<file path="src/rtl/clkwiz_pkg.sv">
// Shared types and constants for the clock-wizard bring-up / clock-switch sequencer.
package clkwiz_pkg;

    localparam int FMEAS_W = 24;
    localparam int CNT_W   = 32;

    typedef enum logic [2:0] {
        IDLE,
        SWITCH,
        HOLD,
        WAIT_LOCK,
        MEASURE,
        CHECK,
        RUN,
        ERROR
    } state_t;

    typedef logic [1:0] err_t;

    localparam err_t ERR_NONE      = 2'd0;
    localparam err_t ERR_LOCK_TO   = 2'd1;
    localparam err_t ERR_FREQ      = 2'd2;
    localparam err_t ERR_LOCK_LOST = 2'd3;

endpackage

</file>
<file path="src/rtl/clkwiz_seq_if.sv">
// Command, clock-wizard control and status signals between the sequencer and its environment.
interface clkwiz_seq_if;
    import clkwiz_pkg::*;

    logic               cmd_valid;
    logic               cmd_src;
    logic               cmd_ready;
    logic               clk_reset;
    logic               sys_reset;
    logic               clkin_src_sel;
    logic               clk_locked;
    logic               fmeas_enable;
    logic [FMEAS_W-1:0] fmeas_count;
    logic               busy;
    logic               running;
    err_t               err_code;
    logic [FMEAS_W-1:0] meas_value;

    modport master (
        input  cmd_valid, cmd_src, clk_locked, fmeas_count,
        output cmd_ready, clk_reset, sys_reset, clkin_src_sel, fmeas_enable,
               busy, running, err_code, meas_value
    );

    modport slave (
        output cmd_valid, cmd_src, clk_locked, fmeas_count,
        input  cmd_ready, clk_reset, sys_reset, clkin_src_sel, fmeas_enable,
               busy, running, err_code, meas_value
    );

endinterface

</file>
<file path="src/rtl/clkwiz_seq.sv">
// Bring-up and clock-switch sequencer: switches the MMCM input, waits for lock,
// checks the measured frequency and then releases system reset, watching for lock loss.
module clkwiz_seq
    import clkwiz_pkg::*;
#(
    parameter int unsigned        RST_CYCLES   = 16,
    parameter int unsigned        LOCK_TIMEOUT = 1000000,
    parameter int unsigned        MEAS_CYCLES  = 200000,
    parameter logic [FMEAS_W-1:0] FMIN         = 24'd0,
    parameter logic [FMEAS_W-1:0] FMAX         = 24'hFFFFFF
) (
    input logic          pl_clk0,
    input logic          pl_reset_n,
    clkwiz_seq_if.master bus
);

    localparam logic [CNT_W-1:0] RST_LOAD  = CNT_W'(RST_CYCLES - 32'd1);
    localparam logic [CNT_W-1:0] LOCK_LOAD = CNT_W'(LOCK_TIMEOUT - 32'd1);
    localparam logic [CNT_W-1:0] MEAS_LOAD = CNT_W'(MEAS_CYCLES - 32'd1);

    state_t             r_state, w_state;
    logic [CNT_W-1:0]   r_cnt, w_cnt;
    logic               r_src, w_src;
    logic               r_clk_reset, w_clk_reset;
    logic               r_sys_reset, w_sys_reset;
    logic               r_clkin_sel, w_clkin_sel;
    logic               r_fmeas_en, w_fmeas_en;
    logic               r_cmd_ready, w_cmd_ready;
    logic               r_busy;
    logic               r_running, w_running;
    err_t               r_err, w_err;
    logic [FMEAS_W-1:0] r_meas, w_meas;
    logic               w_accept;
    logic               w_cnt_zero;

    function automatic logic in_window(input logic [FMEAS_W-1:0] v,
                                       input logic [FMEAS_W-1:0] lo,
                                       input logic [FMEAS_W-1:0] hi);
        return (v >= lo) && (v <= hi);
    endfunction

    assign w_accept    = bus.cmd_valid && r_cmd_ready;
    assign w_cnt_zero  = (r_cnt == '0);
    assign w_cmd_ready = (w_state == IDLE) || (w_state == RUN) || (w_state == ERROR);

    always_ff @(posedge pl_clk0 or negedge pl_reset_n) begin
        if (!pl_reset_n) begin
            r_state     <= IDLE;
            r_cnt       <= '0;
            r_src       <= 1'b0;
            r_clk_reset <= 1'b1;
            r_sys_reset <= 1'b1;
            r_clkin_sel <= 1'b0;
            r_fmeas_en  <= 1'b0;
            r_cmd_ready <= 1'b1;
            r_busy      <= 1'b0;
            r_running   <= 1'b0;
            r_err       <= ERR_NONE;
            r_meas      <= '0;
        end else begin
            r_state     <= w_state;
            r_cnt       <= w_cnt;
            r_src       <= w_src;
            r_clk_reset <= w_clk_reset;
            r_sys_reset <= w_sys_reset;
            r_clkin_sel <= w_clkin_sel;
            r_fmeas_en  <= w_fmeas_en;
            r_cmd_ready <= w_cmd_ready;
            r_busy      <= !w_cmd_ready;
            r_running   <= w_running;
            r_err       <= w_err;
            r_meas      <= w_meas;
        end
    end

    always_comb begin
        w_state     = r_state;
        w_cnt       = r_cnt;
        w_src       = r_src;
        w_clk_reset = r_clk_reset;
        w_sys_reset = r_sys_reset;
        w_clkin_sel = r_clkin_sel;
        w_fmeas_en  = r_fmeas_en;
        w_running   = r_running;
        w_err       = r_err;
        w_meas      = r_meas;

        unique case (r_state)
            IDLE, RUN, ERROR: begin
                // A new command takes priority over a lock loss seen on the same cycle.
                if (w_accept) begin
                    w_state     = SWITCH;
                    w_src       = bus.cmd_src;
                    w_clk_reset = 1'b1;
                    w_sys_reset = 1'b1;
                    w_fmeas_en  = 1'b0;
                    w_running   = 1'b0;
                    w_err       = ERR_NONE;
                end else if ((r_state == RUN) && !bus.clk_locked) begin
                    w_state     = ERROR;
                    w_sys_reset = 1'b1;
                    w_running   = 1'b0;
                    w_err       = ERR_LOCK_LOST;
                end
            end
            SWITCH: begin
                w_clkin_sel = r_src;
                w_cnt       = RST_LOAD;
                w_state     = HOLD;
            end
            HOLD: begin
                // Lock is deliberately not looked at while the MMCM is held in reset.
                if (w_cnt_zero) begin
                    w_clk_reset = 1'b0;
                    w_cnt       = LOCK_LOAD;
                    w_state     = WAIT_LOCK;
                end else begin
                    w_cnt = r_cnt - 1'b1;
                end
            end
            WAIT_LOCK: begin
                if (bus.clk_locked) begin
                    w_fmeas_en = 1'b1;
                    w_cnt      = MEAS_LOAD;
                    w_state    = MEASURE;
                end else if (w_cnt_zero) begin
                    w_err       = ERR_LOCK_TO;
                    w_sys_reset = 1'b1;
                    w_clk_reset = 1'b0;
                    w_state     = ERROR;
                end else begin
                    w_cnt = r_cnt - 1'b1;
                end
            end
            MEASURE: begin
                if (!bus.clk_locked) begin
                    w_fmeas_en  = 1'b0;
                    w_err       = ERR_LOCK_LOST;
                    w_sys_reset = 1'b1;
                    w_clk_reset = 1'b0;
                    w_state     = ERROR;
                end else if (w_cnt_zero) begin
                    w_meas     = bus.fmeas_count;
                    w_fmeas_en = 1'b0;
                    w_state    = CHECK;
                end else begin
                    w_cnt = r_cnt - 1'b1;
                end
            end
            CHECK: begin
                if (in_window(r_meas, FMIN, FMAX)) begin
                    w_sys_reset = 1'b0;
                    w_running   = 1'b1;
                    w_state     = RUN;
                end else begin
                    w_err       = ERR_FREQ;
                    w_sys_reset = 1'b1;
                    w_clk_reset = 1'b0;
                    w_state     = ERROR;
                end
            end
            default: w_state = IDLE;
        endcase
    end

    assign bus.cmd_ready     = r_cmd_ready;
    assign bus.clk_reset     = r_clk_reset;
    assign bus.sys_reset     = r_sys_reset;
    assign bus.clkin_src_sel = r_clkin_sel;
    assign bus.fmeas_enable  = r_fmeas_en;
    assign bus.busy          = r_busy;
    assign bus.running       = r_running;
    assign bus.err_code      = r_err;
    assign bus.meas_value    = r_meas;

endmodule

</file>
<file path="src/flat_wrapper.sv">
// flat-port wrapper written by rule: the top's interface ports become plain ports
module clkwiz_seq_flat import clkwiz_pkg::*;
#(
    parameter int unsigned        RST_CYCLES   = 16,
    parameter int unsigned        LOCK_TIMEOUT = 1000000,
    parameter int unsigned        MEAS_CYCLES  = 200000,
    parameter logic [FMEAS_W-1:0] FMIN         = 24'd0,
    parameter logic [FMEAS_W-1:0] FMAX         = 24'hFFFFFF
)
  (pl_clk0, pl_reset_n, bus_cmd_valid, bus_cmd_src, bus_clk_locked, bus_fmeas_count, bus_cmd_ready, bus_clk_reset, bus_sys_reset, bus_clkin_src_sel, bus_fmeas_enable, bus_busy, bus_running, bus_err_code, bus_meas_value);
  clkwiz_seq_if bus_i ();
  input logic pl_clk0;
  input logic pl_reset_n;
  input wire logic [$bits(bus_i.cmd_valid)-1:0] bus_cmd_valid;
  input wire logic [$bits(bus_i.cmd_src)-1:0] bus_cmd_src;
  input wire logic [$bits(bus_i.clk_locked)-1:0] bus_clk_locked;
  input wire logic [$bits(bus_i.fmeas_count)-1:0] bus_fmeas_count;
  output wire logic [$bits(bus_i.cmd_ready)-1:0] bus_cmd_ready;
  output wire logic [$bits(bus_i.clk_reset)-1:0] bus_clk_reset;
  output wire logic [$bits(bus_i.sys_reset)-1:0] bus_sys_reset;
  output wire logic [$bits(bus_i.clkin_src_sel)-1:0] bus_clkin_src_sel;
  output wire logic [$bits(bus_i.fmeas_enable)-1:0] bus_fmeas_enable;
  output wire logic [$bits(bus_i.busy)-1:0] bus_busy;
  output wire logic [$bits(bus_i.running)-1:0] bus_running;
  output wire logic [$bits(bus_i.err_code)-1:0] bus_err_code;
  output wire logic [$bits(bus_i.meas_value)-1:0] bus_meas_value;
  assign bus_i.cmd_valid = bus_cmd_valid;
  assign bus_i.cmd_src = bus_cmd_src;
  assign bus_i.clk_locked = bus_clk_locked;
  assign bus_i.fmeas_count = bus_fmeas_count;
  assign bus_cmd_ready = bus_i.cmd_ready;
  assign bus_clk_reset = bus_i.clk_reset;
  assign bus_sys_reset = bus_i.sys_reset;
  assign bus_clkin_src_sel = bus_i.clkin_src_sel;
  assign bus_fmeas_enable = bus_i.fmeas_enable;
  assign bus_busy = bus_i.busy;
  assign bus_running = bus_i.running;
  assign bus_err_code = bus_i.err_code;
  assign bus_meas_value = bus_i.meas_value;
  clkwiz_seq #(.RST_CYCLES(RST_CYCLES), .LOCK_TIMEOUT(LOCK_TIMEOUT), .MEAS_CYCLES(MEAS_CYCLES), .FMIN(FMIN), .FMAX(FMAX)) u_core (.pl_clk0(pl_clk0), .pl_reset_n(pl_reset_n), .bus(bus_i));
endmodule
</file>
<file path="config.mk">
export PLATFORM = sky130hd
export DESIGN_NAME = clkwiz_seq_flat
export DESIGN_NICKNAME = d
export VERILOG_FILES = /design/src/rtl/clkwiz_pkg.sv /design/src/rtl/clkwiz_seq_if.sv /design/src/rtl/clkwiz_seq.sv /design/src/flat_wrapper.sv
export SDC_FILE = /design/constraint.sdc
export NUM_CORES = 1
export LEC_CHECK = 0
export ABC_AREA = 1
export CORE_MARGIN = 3
export CORE_UTILIZATION = 49
export DETAILED_ROUTE_END_ITERATION = 16
export PLACE_DENSITY = 0.82
export SYNTH_ARGS = -nofsm -noshare
export SYNTH_HDL_FRONTEND = slang
export SYNTH_SLANG_ARGS = --single-unit
</file>
<file path="constraint.sdc">
create_clock -name pl_clk0 -period 1.74 [get_ports pl_clk0]
set_input_delay 0.435 -clock pl_clk0 [delete_from_list [all_inputs] [get_ports pl_clk0]]
set_output_delay 0.435 -clock pl_clk0 [all_outputs]
set_load 0.01 [all_outputs]
</file>
==> flow_summary.yaml, run 1 <==
run_status:
  status: "complete, but fails checks"
  violations: "negative setup slack"
setup_path:
  endpoint_kind: "flop"
  rr_endpoint: "u_core.r_cnt[11]"
  cp-start-kind: "flop"
  reg2reg_depth: 9
  criticalPathCategory: "reg -> reg"
  crit_path_max_fanout: 6
  regToRegStartpoint: "u_core.r_cnt[1]"
  reg2reg_slack_ns: -0.20
  crit_required_ns: 2.00
  startpoint: "u_core.r_cnt[1]"
  worstPathArrival_ns: 2.20
place:
  io_buffers: 61
  dp_hpwl_um: 9064
  routabilityCongestion: 0.9623
  post-place-cells: 742
  postPlaceCellArea_um2: 5424
global_routing:
  grt_pass1_wl_um: 21000
  grt.overflow.total: 0
  grtUsageTotal_pct: 27.11
  grt_max_degree: 70
  grt_pass1_vias: 4219
  antenna_found_initial: 0
power_and_ir_drop:
  power_frac_seq_pct: 24.0
  switchingPower_mw: 4.457
  combPwrFrac_pct: 61.4
  switching_share_pct: 47.57
  ir_drop_mv: 1.287
  p_per_area_nw_per_um2: 1527
  p_int_mw: 4.913
  leakagePower_nw: 3.278
  p_clk_share_pct: 14.6
detailed_routing:
  ant_nets: 0
  drtIter0Drc: 570
  drt_pre_antenna_iters: 5
  wire_per_inst_um: 20.11
  wl_met1_um: 5781
  dr_wl_met2_um: 7606
  drc: 0
  routed.top_layer: "met4"
  drt_wl_total_um: 15680
  vias_per_cell: 6.042
  met3_length_um: 1315
  vias: 4713
clocking:
  cts.htree.levels: 3
  cts_buffer_depth: 2
  clk_pin_slew_ns: 0.09
  numCtsBuffers: 9
  clkLatencyLatePin_ns: 0.36
  cts_tree: "yes"
  root_buffer: "clkbuf_8"
  numClockSinks: 69
cells_and_area:
  fin_cells: 780
  final_nets: 705
  syn2layout_area_growth_pct: 48.76
  drive_above_1_share_pct: 35.84
  antenna_cells: 0
  design_area_um2: 6135
floorplanning:
  dieWidth_um: 97.74
  start_util_pct: 52.02
  rows: 32
  core-area_um2: 7928
  fp.dieH_um: 97.74
  die_area_um2: 9553
  io_pins: 62
synth:
  ys_ff_latch: 69
  synth_area_per_cell_um2: 8.039
  synth.net_count: 544
  ys_seq_area_share_pct: 41.96
  synth_area_um2: 4124
  syn_inst: 513
  yosys_warnings: 0
  synth_cell_types: 35
timing:
  tightest_slew_ns: 0.4173
  post-route-period-util_pct: 111.4
  slew_viol_final: 0
  hold_viol_final: 0
  setup_ws_ns: -0.1991
  fmax_mhz: 515.7
  fin_hold_ws_ns: 0.07585
  grt_setup_unrepaired: "true"
  fin_skew_ns: 0.01499
  fin_crit_ns: 1.939
  finalSetupViolations: 64
  maxSlewHeadroom_pct: 72.18
min_path:
  hold_class: "in -> async"
job:
  maxCapViolCount: 0
==> worst max-delay path by stage <==
stage                                        end  slack (ns)  depth (start not counted)
final                           u_core.r_cnt[11]       -0.20                          9
after global routing            u_core.r_cnt[24]       -0.29                         12
after CTS                       u_core.r_cnt[18]       -0.06                         12
after detailed placement  u_core.bus.err_code[1]       -0.39                          9
after global placement    u_core.bus.err_code[1]       -0.24                          9
after floorplan                  u_core.r_cnt[0]       -0.02                         10
==> state kept, by name (all words and copies together), names as in the netlist <==
name,count
u_core.bus.sys_reset,1
u_core.r_cnt,32
u_core.bus.err_code,2
u_core.bus.busy,1
u_core.bus.running,1
u_core.bus.meas_value,24
u_core.r_src,1
u_core.bus.clkin_src_sel,1
u_core.r_state,3
u_core.bus.clk_reset,1
u_core.bus.fmeas_enable,1
u_core.bus.cmd_ready,1
==> what timing repair did <==
item	4_1_cts	5_1_grt
setup buffers	5	16
gates resized for setup	26	78
pin swaps	15	22
gates cloned	0	3
setup endpoints to repair	46	76
hold buffers	0	0
==> power by group through the flow <==
stage	clock network (mW)	registers [mW]	logic, mW
floorplan	0	2.24	2.72
global placement	0	2.21	4.61
detailed placement	0	2.22	4.79
CTS	1.35	2.20	4.91
global route	1.46	2.27	6.15
finish	1.36	2.25	5.76
==> stage by stage <==
step / util [%] / total power [mW] / setup TNS, ns / setup WS [ns]
floorplan: - / 4.961 / -0.2219 / -0.01730
global placement: 68.42 / 6.822 / -7.364 / -0.2418
detailed placement: 68.42 / 7.005 / -9.734 / -0.3872
CTS: 72.05 / 8.461 / -0.2953 / -0.06405
global route: 77.38 / 9.875 / -9.482 / -0.2883
finish: 77.38 / 9.371 / -6.842 / -0.1991
==> cell usage after synthesis <==
cell      instances  area, um2
nand3_2           2      20.02
a32oi_1           1      8.760
nand4_1          16      100.1
a21o_1            1      7.510
nand3_1          39      195.2
or4_1             1      7.510
mux2_2            4      45.04
nand2_2           7      43.79
o21ai_2           1      8.760
ha_1              2      25.02
buf_6             3      33.78
buf_2             4      20.02
mux2_4           20      300.3
a21oi_1          18      90.09
o221ai_1          1      8.760
o22ai_2           1      12.51
inv_2            10      37.54
nor3_1            5      25.02
xor2_1            8      70.07
nor2_2           15      93.84
xnor2_1           3      26.28
nand2_1         103      386.6
inv_1            50      187.7
o211ai_1          2      15.01
nor2_1           76      285.3
nand2_4           3      33.78
o21bai_1          1      7.510
buf_4             2      15.01
a21boi_0          1      7.510
o21ai_1          17      85.08
dfstp_2           3      78.83
dfrtp_1          66       1652
nor2_8            2      40.04
o21ai_0          21      105.1
nor2_4            4      45.04
==> routing by layer <==
metal  vias up  track usage [%]
li1       1993                -
met5         -                0
met3       122            5.500
met4         0            8.839
met2       363            46.13
met1      2235            34.67
==> final cells by class <==
| type | instances | area (um2) |
|---|---|---|
| clock buffers | 9 | 123.9 |
| clock inverters | 6 | 63.81 |
| fillers | 474 | 1793 |
| inverters | 60 | 230.2 |
| multi-input cells | 375 | 2364 |
| flip-flops and latches | 69 | 1733 |
| well taps | 102 | 127.6 |
| repair buffers | 159 | 1493 |
==> logic make-up (layout without fill, tap and decap cells) <==
kind of cell,Yosys count,in the layout,synth area share [%]
AOI/OAI and AO/OA,65,65,8.647
xor gates and xnor gates,11,11,2.336
and+or+nand+nor,273,273,30.95
adders and majority gates,2,2,0.6067
muxes,24,24,8.374
buffers and inverters,69,234,7.130
DFF,69,69,41.96
==> cell usage in the layout, fill, tap and decap left out, types with 8 or more instances in the layout <==
cell type        instances
a21oi_1                 12
buf_4                   84
clkbuf_8                 9
clkdlybuf4s50_1         41
dfrtp_1                 64
dlymetal6s2s_1          14
inv_1                   48
inv_2                   10
mux2_4                  20
nand2_1                 91
nand2_2                 18
nand3_1                 29
nand3_2                 11
nand4_1                 16
nor2_1                  58
nor2_2                  25
nor2_4                  12
o21ai_0                 13
o21ai_1                 24
xor2_1                   8
==> critical path: stages (launching register included) <==
cell and delay, ns:
dfrtp_1 0.39, buf_4 0.16, nor2_2 0.14, nand3_2 0.14, nor2_1 0.12, buf_4 0.16, nand2_2 0.09, xnor2_1 0.24
nand3_1 0.19, a21oi_1 0.22
Power figures use the tool's default switching activity.
==> run 2, diff against run 1 <==
- PLACE_DENSITY: 0.82 -> 0.83
==> run 2 against run 1 <==
Highest routed layer unchanged. Total power grew 9.0%. Largest cell class unchanged. The flow still finishes with violations (negative setup slack). Maximum frequency shrank 4.7%. Clock-buffer cell count grew 1. Setup slack lost 0.097 ns. Core utilization grew 2.3 points. Hold slack lost 0.015 ns. Global-route usage grew 1.9 points. Sequential share of layout area shrank 0.81 points. Flip-flop and latch count is the same. Via count grew 5.0%.
==> flow_summary.yaml, run 2 (synthesis results as in run 1) <==
run_status:
  status: "complete, but fails checks"
  violations: "negative setup slack"
setup_path:
  crit_end: "u_core.r_cnt[25]"
  criticalPathCategory: "reg -> reg"
  cp_slowest_cell: "dfrtp_1"
  cp_cell_sequence: "nor2_2 > nand2_2 > nor2_8 > nand2_4 > nor2_8 > buf_6 > buf_4 > nor2_1 > nand2_1 > nand2_1"
  reg2reg_depth: 10
  regToRegStartpoint: "u_core.r_cnt[25]"
  worstPathArrival_ns: 2.27
  reg2reg_slack_ns: -0.30
  cp-start-kind: "flop"
  startpoint: "u_core.r_cnt[25]"
  crit_path_max_fanout: 7
  rr_endpoint: "u_core.r_cnt[25]"
  crit_required_ns: 1.97
  endpoint_kind: "flop"
  slowest_delay_ns: 0.42
cells_and_area:
  mostFrequentLayoutCells: "nand2_1, buf_4, dfrtp_1, nor2_1, inv_1"
  final_nets: 696
  top_register: "u_core.r_cnt"
  fill_cells: 433
  syn2layout_area_growth_pct: 53.13
  largest_reg_flops: 32
  design_area_um2: 6315
  fin_cells: 773
  final_common_cell: "nand2_1"
  regArea_um2: 1733
  final_util_pct: 79.66
  drive_above_1_share_pct: 37.76
  multi_input_area_um2: 2536
floorplanning:
  rows: 32
  core-area_um2: 7928
  fp.dieH_um: 97.74
  die_area_um2: 9553
  dieWidth_um: 97.74
  start_util_pct: 52.02
  io_pins: 62
place:
  io_buffers: 61
  pre_cts_slack_ns: -0.3291
  post-place-cells: 743
  postPlaceCellArea_um2: 5419
  dp_hpwl_um: 9318
  routabilityCongestion: 0.9197
timing:
  fin_crit_ns: 2.036
  grt_setup_unrepaired: "true"
  maxSlewHeadroom_pct: 73.19
  tightest_slew_ns: 0.3991
  fin_skew_ns: 0.01459
  slew_viol_final: 0
  hold_viol_final: 0
  setup_ws_ns: -0.2958
  fin_hold_ws_ns: 0.06079
  fmax_mhz: 491.2
  tns_ns: -10.73
  finalSetupViolations: 66
  post-route-period-util_pct: 117.0
clocking:
  root_buffer: "clkbuf_8"
  cts_tree: "yes"
  cts.htree.levels: 3
  cts_buffer_depth: 2
  postCtsHoldBufs: 0
  numClockSinks: 69
  clk_pin_slew_ns: 0.09
  numCtsBuffers: 9
  clkLatencyLatePin_ns: 0.39
power_and_ir_drop:
  p_per_area_nw_per_um2: 1617
  leakagePower_nw: 3.440
  ir_drop_mv: 1.363
  finalPower_mw: 10.21
detailed_routing:
  drt_wl_total_um: 17900
  vias_per_cell: 6.404
  drt_pre_antenna_iters: 10
  ant_nets: 0
  drtIter0Drc: 796
  wire_per_inst_um: 23.16
  drc: 0
  vias: 4950
global_routing:
  grt_pass1_vias: 4461
  grt_max_degree: 70
  grt.overflow.total: 0
  grtUsageTotal_pct: 29.04
  grt_pass1_wl_um: 22090
  antenna_found_initial: 1
job:
  maxCapViolCount: 0
min_path:
  hold_class: "in -> async"
-- run 2: cell types whose count changed in the layout (fill, tap and decap cells not counted), sizes merged --
cell,previous run,this run
buf,97,88
clkdlybuf4s50,41,34
dlymetal6s2s,14,18
dlygate4sd2,5,8
bufinv,1,3
clkbuf,11,12
clkinv,2,1
clkinvlp,2,1
diode,0,1
-- run 2: worst min path at each step --
stage                    startpoint                        to  slack, ns  depth (start not counted)
3_3_place_gp   u_core.bus.sys_reset      u_core.bus.sys_reset       0.45                          2
5_1_grt                  pl_reset_n          u_core.r_cnt[10]       0.09                          2
6_report                 pl_reset_n          u_core.r_cnt[17]       0.06                          2
2_1_floorplan            pl_reset_n           u_core.bus.busy       0.14                          0
4_1_cts                  pl_reset_n  u_core.bus.meas_value[3]       0.10                          2
3_5_place_dp   u_core.bus.sys_reset      u_core.bus.sys_reset       0.46                          2
-- run 2: area by class of cell --
cell class	count	area share, %
sequential	69	27.44
clock buffer	10	2.021
timing repair buffer	150	22.86
multi-input combinational	375	40.16
antenna	1	0.03963
inverter	60	3.685
tap	102	2.021
clock inverter	6	1.763
-- run 2: critical path, delay by kind of cell (launching register included) --
| kind | cells | cell delay, ns |
|---|---|---|
| and+or+nand+nor | 8 | 1.15 |
| DFF | 1 | 0.42 |
| buffers and inverters | 2 | 0.29 |
-- run 2: timing repair --
action / 4_1_cts / 5_1_grt
resized for setup: 32 / 118
endpoints found under the setup margin: 57 / 80
buffers inserted: 4 / 5
cloned: 1 / 3
pin swaps: 9 / 29
-- run 2: metal layers --
layer	global-route usage, %	share of wire [%]
met5	0	0
met4	15.44	10
met3	5.786	11
met2	50.08	47
met1	34.09	33
-- run 2: power breakdown --
group	internal (mW)	switching [mW]	total (mW)
Clock	0.956	0.756	1.71
Sequential	1.95	0.297	2.25
Combinational	2.35	3.90	6.25
